===== src/rtl/adpll_pkg.sv =====
`default_nettype none
// ============================================================================
// Module  : adpll_pkg
// Purpose : Shared ADPLL types: phase detector FSM encoding, error width.
// Revision: 1.0 - initial release
// ============================================================================
package adpll_pkg;

  // Shared with the loop filter error input
  localparam int ADPLL_ERROR_WIDTH = 8;

  typedef enum logic [1:0] {
    IDLE     = 2'd0,
    REF_LEAD = 2'd1,
    FB_LEAD  = 2'd2
  } ped_state_e;

endpackage : adpll_pkg
`default_nettype wire


===== src/rtl/edge_sync.sv =====
`default_nettype none
// ============================================================================
// Module  : edge_sync
// Purpose : Multi-flop synchronizer followed by a registered rising-edge pulse.
// Revision: 1.0 - initial release
// ============================================================================
module edge_sync #(
  parameter int SYNC_STAGES = 2
) (
  input  logic gen_clk_i,
  input  logic reset_i,
  input  logic async_i,
  output logic rise_o
);

  logic [SYNC_STAGES-1:0] r_sync;
  logic                   r_last;
  logic                   r_rise;

  always_ff @(posedge gen_clk_i) begin
    if (reset_i) begin
      r_sync <= '0;
      r_last <= 1'b0;
      r_rise <= 1'b0;
    end else begin
      r_sync <= {r_sync[SYNC_STAGES-2:0], async_i};
      r_last <= r_sync[SYNC_STAGES-1];
      r_rise <= r_sync[SYNC_STAGES-1] & ~r_last;
    end
  end

  assign rise_o = r_rise;

endmodule : edge_sync
`default_nettype wire


===== src/rtl/phase_error_detector.sv =====
`default_nettype none
// ============================================================================
// Module  : phase_error_detector
// Purpose : Signed ref/feedback phase error in gen_clk cycles, plus lock flag.
// Revision: 1.0 - initial release
// ============================================================================
module phase_error_detector
  import adpll_pkg::*;
#(
  parameter int ERROR_WIDTH = ADPLL_ERROR_WIDTH,
  parameter int SYNC_STAGES = 2,
  parameter int LOCK_TOL    = 2,
  parameter int LOCK_COUNT  = 16
) (
  input  logic                          gen_clk_i,
  input  logic                          reset_i,
  input  logic                          enable_i,
  input  logic                          ref_clk_i,
  input  logic                          fb_clk_i,
  output logic signed [ERROR_WIDTH-1:0] error_o,
  output logic                          error_valid_o,
  output logic                          lock_o
);

  localparam int LCW = $clog2(LOCK_COUNT + 1);

  localparam logic [ERROR_WIDTH-2:0]        c_cnt_max  = '1;
  localparam logic [ERROR_WIDTH-2:0]        c_cnt_one  = {{(ERROR_WIDTH-2){1'b0}}, 1'b1};
  localparam logic signed [ERROR_WIDTH-1:0] c_sat_pos  = {1'b0, {(ERROR_WIDTH-1){1'b1}}};
  localparam logic signed [ERROR_WIDTH-1:0] c_sat_neg  = -c_sat_pos;
  localparam logic [ERROR_WIDTH-1:0]        c_tol      = ERROR_WIDTH'(LOCK_TOL);
  localparam logic [LCW-1:0]                c_lock_max = LCW'(LOCK_COUNT);
  localparam logic [LCW-1:0]                c_lock_one = LCW'(1);

  logic w_ref_rise;
  logic w_fb_rise;

  edge_sync #(.SYNC_STAGES(SYNC_STAGES)) u_ref_sync (
    .gen_clk_i (gen_clk_i),
    .reset_i   (reset_i),
    .async_i   (ref_clk_i),
    .rise_o    (w_ref_rise)
  );

  edge_sync #(.SYNC_STAGES(SYNC_STAGES)) u_fb_sync (
    .gen_clk_i (gen_clk_i),
    .reset_i   (reset_i),
    .async_i   (fb_clk_i),
    .rise_o    (w_fb_rise)
  );

  ped_state_e                   r_state, w_state_next;
  logic [ERROR_WIDTH-2:0]       r_cnt, w_cnt_next;
  logic signed [ERROR_WIDTH-1:0] r_error, w_error_next;
  logic                         r_valid, w_emit;
  logic signed [ERROR_WIDTH-1:0] w_cnt_pos;
  logic signed [ERROR_WIDTH-1:0] w_cnt_neg;

  assign w_cnt_pos = $signed({1'b0, r_cnt});
  assign w_cnt_neg = -w_cnt_pos;

  always_ff @(posedge gen_clk_i) begin
    if (reset_i) begin
      r_state <= IDLE;
      r_cnt   <= '0;
      r_error <= '0;
      r_valid <= 1'b0;
    end else begin
      r_state <= w_state_next;
      r_cnt   <= w_cnt_next;
      r_error <= w_error_next;
      r_valid <= w_emit;
    end
  end

  // Matching edge wins over a slip; a slip wins over counter saturation.
  always_comb begin
    w_state_next = r_state;
    w_cnt_next   = r_cnt;
    w_error_next = r_error;
    w_emit       = 1'b0;
    case (r_state)
      IDLE: begin
        if (w_ref_rise && w_fb_rise) begin
          w_emit       = 1'b1;
          w_error_next = '0;
        end else if (w_ref_rise) begin
          w_state_next = REF_LEAD;
          w_cnt_next   = c_cnt_one;
        end else if (w_fb_rise) begin
          w_state_next = FB_LEAD;
          w_cnt_next   = c_cnt_one;
        end
      end
      REF_LEAD: begin
        if (w_fb_rise) begin
          w_emit       = 1'b1;
          w_error_next = w_cnt_pos;
          w_state_next = IDLE;
          w_cnt_next   = '0;
        end else if (w_ref_rise) begin
          w_emit       = 1'b1;
          w_error_next = c_sat_pos;
          w_cnt_next   = c_cnt_one;
        end else if (r_cnt == c_cnt_max) begin
          w_emit       = 1'b1;
          w_error_next = c_sat_pos;
          w_state_next = IDLE;
          w_cnt_next   = '0;
        end else begin
          w_cnt_next   = r_cnt + c_cnt_one;
        end
      end
      FB_LEAD: begin
        if (w_ref_rise) begin
          w_emit       = 1'b1;
          w_error_next = w_cnt_neg;
          w_state_next = IDLE;
          w_cnt_next   = '0;
        end else if (w_fb_rise) begin
          w_emit       = 1'b1;
          w_error_next = c_sat_neg;
          w_cnt_next   = c_cnt_one;
        end else if (r_cnt == c_cnt_max) begin
          w_emit       = 1'b1;
          w_error_next = c_sat_neg;
          w_state_next = IDLE;
          w_cnt_next   = '0;
        end else begin
          w_cnt_next   = r_cnt + c_cnt_one;
        end
      end
      default: begin
        w_state_next = IDLE;
        w_cnt_next   = '0;
      end
    endcase
    if (!enable_i) begin
      w_state_next = IDLE;
      w_cnt_next   = '0;
      w_error_next = '0;
      w_emit       = 1'b0;
    end
  end

  logic [LCW-1:0]         r_lock_cnt, w_lock_cnt_next;
  logic                   r_lock;
  logic [ERROR_WIDTH-1:0] w_abs;
  logic                   w_in_tol;

  // The most negative code is never produced, so negation cannot overflow.
  assign w_abs    = r_error[ERROR_WIDTH-1] ? $unsigned(-r_error) : $unsigned(r_error);
  assign w_in_tol = (w_abs <= c_tol);

  always_comb begin
    w_lock_cnt_next = '0;
    if (w_in_tol) begin
      w_lock_cnt_next = (r_lock_cnt == c_lock_max) ? c_lock_max : r_lock_cnt + c_lock_one;
    end
  end

  always_ff @(posedge gen_clk_i) begin
    if (reset_i || !enable_i) begin
      r_lock_cnt <= '0;
      r_lock     <= 1'b0;
    end else if (r_valid) begin
      r_lock_cnt <= w_lock_cnt_next;
      r_lock     <= (w_lock_cnt_next == c_lock_max);
    end
  end

  assign error_o       = r_error;
  assign error_valid_o = r_valid;
  assign lock_o        = r_lock;

endmodule : phase_error_detector
`default_nettype wire


===== config.mk =====
export PLATFORM = sky130hd
export DESIGN_NAME = phase_error_detector
export DESIGN_NICKNAME = d
export VERILOG_FILES = /design/src/rtl/adpll_pkg.sv /design/src/rtl/edge_sync.sv /design/src/rtl/phase_error_detector.sv
export SDC_FILE = /design/constraint.sdc
export NUM_CORES = 1
export LEC_CHECK = 0
export BUFFER_PORTS_ARGS = -buffer_cell sky130_fd_sc_hd__buf_2
export CAP_MARGIN = 20
export CORE_MARGIN = 4
export CORE_UTILIZATION = 28
export DETAILED_ROUTE_END_ITERATION = 12
export GPL_TIMING_DRIVEN = 0
export PLACE_DENSITY = 0.44
export SETUP_SLACK_MARGIN = 0.3
export SLEW_MARGIN = 0
export SYNTH_ARGS = -nofsm -noshare
export SYNTH_HDL_FRONTEND = slang
export SYNTH_SLANG_ARGS = --single-unit

===== constraint.sdc =====
create_clock -name gen_clk_i -period 2.35 [get_ports gen_clk_i]
set_input_delay 0.47 -clock gen_clk_i [delete_from_list [all_inputs] [get_ports gen_clk_i]]
set_output_delay 0.47 -clock gen_clk_i [all_outputs]
set_load 0.03 [all_outputs]

==> results of run 1 <==
worst reg2reg max path, delay by kind of cell, from the launching register on:
kind            cells  cell delay [ns]
fa+ha+maj           1             0.20
compound gates      3             0.53
flops               1             0.36
buf+inv             3             0.43
simple gates        1             0.26
synth_stat cells (3+ instances only):
library cell	count	area share
clkbuf_1	8	0.015
inv_1	15	0.029
nand4_1	6	0.019
a21oi_1	6	0.015
nand3_1	6	0.015
nor2b_1	12	0.038
buf_2	6	0.015
o21ai_0	5	0.013
nand2_1	14	0.027
ha_1	11	0.071
o211ai_1	6	0.023
o21a_1	3	0.012
xnor2_1	3	0.013
a31o_2	3	0.013
o22ai_1	3	0.0096
nor3_2	4	0.021
nor2_1	6	0.012
dfxtp_1	32	0.33
nand2b_1	3	0.0096
a211o_1	3	0.013
nor3b_1	3	0.012
a31o_1	3	0.013
o31ai_1	5	0.019
nor4_1	3	0.0096
a211oi_1	5	0.019
nor3_1	8	0.021
a32o_1	3	0.015
a21o_1	3	0.012
sequential cells by signal, indices dropped and copies added, names as in the netlist:
signal / cells
error_valid_o: 1
error_o: 8
u_fb_sync.r_last: 1
r_lock_cnt: 5
u_ref_sync.r_sync: 2
u_ref_sync.r_last: 1
u_fb_sync.rise_o: 1
u_ref_sync.rise_o: 1
u_fb_sync.r_sync: 2
r_cnt: 7
r_state: 2
lock_o: 1
repair_timing:
action / CTS / global route
hold endpoints to repair: 0 / 0
buffers inserted: 0 / 1
gates resized for setup: 0 / 7
setup endpoints to repair: 0 / 18
worst max path at each step:
stage	start	endpoint	depth (start not counted)
global route	r_state[0]	error_o[1]	7
floorplan	error_o[0]	lock_o	5
global placement	reset_i	r_lock_cnt[2]	6
finish	r_state[0]	error_o[5]	8
CTS	error_o[1]	r_lock_cnt[0]	5
detailed placement	reset_i	r_lock_cnt[2]	6
power by group through the flow:
stage / sequential, mW / combinational (mW) / clock (mW)
global placement: 0.564 / 0.0645 / 0
finish: 0.552 / 0.0650 / 0.396
CTS: 0.552 / 0.0644 / 0.422
global route: 0.552 / 0.0736 / 0.443
detailed placement: 0.564 / 0.0642 / 0
floorplan: 0.563 / 0.0447 / 0
metrics by stage:
step	setup slack [ns]	instances
floorplan	0.497	227
global placement	0.186	337
detailed placement	0.241	337
CTS	0.305	344
global route	0.325	345
finish	0.457	345
cell type report:
cell class                      instances  area (µm²)
Timing Repair Buffer                   15        77.6
Clock inverter                          1        5.00
Buffer                                 18        88.8
Sequential cell                        32         642
Fill cell                             739        4550
Tap cell                               96         120
Clock buffer                            6        72.6
Multi-Input combinational cell        162        1180
Inverter                               15        56.3
routing by layer:
metal | up-vias | GRT usage | share of wire
met2 | 33 | 0.185 | 0.43
li1 | 893 | - | -
met1 | 840 | 0.183 | 0.52
met3 | 8 | 0.0249 | 0.041
met5 | - | 0 | 0
met4 | 0 | 0.0415 | 0.013
kinds of logic after synthesis:
| group | count (synthesis) | synth area share |
|---|---|---|
| flip-flops | 32 | 0.328 |
| AO/OA/AOI/OAI | 67 | 0.263 |
| AND/OR/NAND/NOR | 78 | 0.235 |
| buffers and inverters | 33 | 0.0731 |
| XOR/XNOR | 6 | 0.0308 |
| adder cells (fa/ha/maj) | 11 | 0.0705 |
==> flow_metrics.env, run 1 <==
export IMPL_drt_iter0_markers=75
export IMPL_grt_pass1_vias=1702
export IMPL_whs_ns=0.383
export IMPL_grt_overflow=0
export IMPL_syn_area_mm2=0.00195
export IMPL_fin_crit_sh=0.806
export IMPL_drt_total_wl_mm=4.79
export IMPL_drive_gt1_frac=0.193
export IMPL_fp_dieArea_mm2=0.00837
export IMPL_place_area_mm2=0.00214
export IMPL_rows=30
export IMPL_ys_flop_type="dfxtp_1"
export IMPL_cts_tree="yes"
export IMPL_p_seq_frac=0.545
export IMPL_critPathTopFamily="compound AO/OA/AOI/OAI gates"
export IMPL_cp_required_ns=2.52
export IMPL_ioPinCount=15
export IMPL_finalCriticalPeriod_ns=1.89
export IMPL_p_leak_nw=0.805
export IMPL_internal_power_mw=0.772
export IMPL_ys_seq_elements=32
export IMPL_cts_buffers=5
export IMPL_power_net_switching_mw=0.241
export IMPL_layout_cells_most_common="dfxtp_1"
export IMPL_crit_type="reg2reg"
export IMPL_wl_per_cell_um=13.9
export IMPL_switching_share=0.237
export IMPL_die_w_um=91.5
export IMPL_max_slew_margin=0.605
export IMPL_clock_skew_ns=0.00182
export IMPL_worstMarginPinSlew_ns=0.588
export IMPL_cts_sinks=32
export IMPL_synth_cell_types=59
export IMPL_io_buffers=14
export IMPL_power_density_mw_per_mm2=452
export IMPL_status="finished, final reports clean"
export IMPL_drc=0
export IMPL_antenna_left=0
export IMPL_synth_edf_count=0
export IMPL_rr_worst_depth=8
export IMPL_dr_pass1_iters=4
export IMPL_core_mm2=0.00679
export IMPL_rsz0062_at_grt="false"
export IMPL_min_from="u_ref_sync.r_last"
export IMPL_grt_usage=0.126
export IMPL_vias_per_cell=5.14
export IMPL_critical_path_buf_inv_count=3
export IMPL_grt_max_degree=11
export IMPL_slowest_delay_ns=0.36
export IMPL_arrival_ns=2.07
export IMPL_cts_root_buf="clkbuf_8"
export IMPL_final_cell_area_mm2=0.00224
export IMPL_hold_class="reg2reg"
export IMPL_grt_pass1_wl_mm=8.56
export IMPL_cts_buffer_depth=2
export IMPL_synth_fp_nets=243
export IMPL_regToRegEndpoint="error_o[5]"
export IMPL_clkPwrFrac=0.391
export IMPL_cap_violations=0
export IMPL_finalHoldViolations=0
export IMPL_layout_nets=265
export IMPL_rrSetupSlack_ns=0.46
export IMPL_cp_start_kind="flip-flop"
export IMPL_diodes=0
export IMPL_synth_seq_area_share=0.328
export IMPL_cts_htree_levels=2
export IMPL_hold_path_depth=1
export IMPL_clk_pin_slew_worst_paths_ns=0.06
export IMPL_final_util=0.330
export IMPL_syn_to_final_growth_pct=14.9
export IMPL_crit_path_end_kind="flip-flop"
export IMPL_cp_max_fo=10
export IMPL_setup_violations=0
export IMPL_netlist_instances=227
export IMPL_combinationalPowerShare=0.064
export IMPL_gp_congestion=0.729
export IMPL_p_total_mw=1.01
export IMPL_ir_worst_vdd_mv=0.214
export IMPL_fmax_ghz=0.528
export IMPL_vias=1774
export IMPL_post_dp_hpwl_mm=3.48
export IMPL_start_util=0.287
export IMPL_dieHeight_um=91.5
export IMPL_most_common_layout_cells="dfxtp_1, buf_2, inv_1"
export IMPL_ctsHoldBuffers=0
export IMPL_slowest_stage="dfxtp_2"
export IMPL_cp_cell_sequence="inv_1, ha_1, buf_2, o21bai_1, a311oi_2, buf_4, or2_4, a32o_1"
export IMPL_drv_slew=0
export IMPL_fin_setup_tns_ns=0
export IMPL_avgSynthCellArea_um2=8.60
export IMPL_r2r_start="r_state[0]"
export IMPL_synthArstFlopShare=0
export IMPL_insertion_delay_ns=0.28
export IMPL_antenna_found_initial=0
export IMPL_whs_endpoint="u_ref_sync.rise_o"
export IMPL_synth_warning_count=0
Note: power is estimated with default switching activity, not from simulation.
==> run 2, diff against run 1 <==
==> constraint.sdc (replaced) <==
create_clock -name gen_clk_i -period 1.8 [get_ports gen_clk_i]
set_input_delay 0.36 -clock gen_clk_i [delete_from_list [all_inputs] [get_ports gen_clk_i]]
set_output_delay 0.36 -clock gen_clk_i [all_outputs]
set_load 0.03 [all_outputs]
==> run 2 against run 1 <==
  * Sequential share of layout area decreased by 3.5 points
  * Sequential cell count is the same
  * Cell area grew 17%
  * Power grew 39%
  * Via count is 3.3% higher
  * Critical path type unchanged
  * Largest power group unchanged
  * Highest routed layer unchanged
==> flow_metrics.env, run 2 (synthesized netlist as in run 1, its figures left out) <==
export IMPL_vias=1833
export IMPL_p_total_mw=1.41
export IMPL_syn_to_final_growth_pct=34.0
export IMPL_dieHeight_um=91.5
export IMPL_wl_per_cell_um=14.7
export IMPL_rows=30
export IMPL_cts_buffer_depth=2
export IMPL_drive_gt1_frac=0.377
export IMPL_grt_usage=0.136
export IMPL_die_w_um=91.5
export IMPL_setup_violations=0
export IMPL_hold_class="in2reg"
export IMPL_cp_start_kind="flip-flop"
export IMPL_dp_slack_ns=-0.229
export IMPL_cts_root_buf="clkbuf_8"
export IMPL_arrival_ns=1.87
export IMPL_crit_path_end_kind="flip-flop"
export IMPL_drt_total_wl_mm=5.32
export IMPL_io_buffers=14
export IMPL_place_area_mm2=0.00224
export IMPL_grt_max_degree=11
export IMPL_p_leak_nw=0.946
export IMPL_rr_worst_depth=7
export IMPL_layout_cells_most_common="dfxtp_1"
export IMPL_worstMarginPinSlew_ns=0.439
export IMPL_core_mm2=0.00679
export IMPL_clk_pin_slew_worst_paths_ns=0.07
export IMPL_layout_nets=280
export IMPL_ir_worst_vdd_mv=0.287
export IMPL_status="finished, final reports clean"
export IMPL_finalCriticalPeriod_ns=1.65
export IMPL_cts_htree_levels=2
export IMPL_final_util=0.385
export IMPL_antenna_left=0
export IMPL_largest_reg_flops=8
export IMPL_fin_crit_sh=0.916
export IMPL_layout_setup_ws_ns=0.152
export IMPL_crit_type="reg2reg"
export IMPL_whs_ns=0.284
export IMPL_vias_per_cell=5.08
export IMPL_finalHoldViolations=0
export IMPL_fp_dieArea_mm2=0.00837
export IMPL_cts_buffers=5
export IMPL_gp_congestion=0.710
export IMPL_grt_pass1_vias=1843
export IMPL_fmax_ghz=0.607
export IMPL_clock_skew_ns=0.0106
export IMPL_ctsHoldBuffers=0
export IMPL_max_slew_margin=0.707
export IMPL_grt_pass1_wl_mm=9.09
export IMPL_drc=0
export IMPL_final_cell_area_mm2=0.00262
export IMPL_most_common_layout_cells="dfxtp_1, buf_4, buf_2"
export IMPL_cp_max_fo=6
export IMPL_cts_tree="yes"
export IMPL_cp_required_ns=2.02
export IMPL_grt_overflow=0
export IMPL_cts_sinks=32
export IMPL_power_density_mw_per_mm2=540
export IMPL_hold_path_depth=2
export IMPL_post_dp_hpwl_mm=3.59
export IMPL_start_util=0.287
export IMPL_drt_iter0_markers=99
export IMPL_dr_pass1_iters=4
export IMPL_ioPinCount=15
export IMPL_drv_slew=0
export IMPL_rsz0062_at_grt="true"
export IMPL_diodes=0
export IMPL_insertion_delay_ns=0.29
export IMPL_antenna_found_initial=0
export IMPL_cap_violations=0
## run 2: metrics by stage
step,TNS [ns],std cells
after floorplan,0,227
after global placement,-1.83,337
after detailed placement,-1.69,337
after CTS,0,359
after global routing,0,361
final,0,361
## run 2: worst paths after layout
check	startpoint	end	slack, ns
setup / recovery	r_state[0]	error_o[1]	0.15
hold / removal	fb_clk_i	u_fb_sync.r_sync[0]	0.28
setup reg to reg	r_state[0]	error_o[1]	0.15
hold reg to reg	u_ref_sync.r_last	u_ref_sync.rise_o	0.38
## run 2: cell type report
class | instances | area (µm²)
Sequential cell | 32 | 657
Tap cell | 96 | 120
Timing Repair Buffer | 30 | 194
Clock buffer | 8 | 90.1
Multi-Input combinational cell | 162 | 1330
Fill cell | 707 | 4180
Inverter | 15 | 61.3
Buffer | 18 | 165
## run 2: timing repair
item,4_1_cts,5_1_grt
gates resized for setup,37,15
setup endpoints to repair,24,23
buffers inserted,14,2
pin swaps,12,6
gates cloned,0,0
## run 2: report_power, final
part / total [mW] / internal [mW] / leakage (nW) / switching, mW
logic: 0.109 / 0.0464 / 0.637 / 0.0626
clock network: 0.587 / 0.312 / 0.0455 / 0.275
registers: 0.716 / 0.712 / 0.263 / 0.00457
## run 2: worst max-delay path, stage by stage, from the launching register on
cell      delay, ns
dfxtp_4        0.36
inv_4          0.04
ha_4           0.15
buf_8          0.12
o21bai_4       0.15
a311oi_4       0.06
or4b_4         0.58
a21oi_2        0.12
## run 2: layer usage
| metal | vias to the layer above | track usage | routed length, µm |
|---|---|---|---|
| li1 | 914 | - | - |
| met1 | 873 | 0.173 | 2560 |
| met2 | 35 | 0.212 | 2400 |
| met3 | 11 | 0.0348 | 232 |
| met4 | 0 | 0.0641 | 124 |
| met5 | - | 0 | 0 |
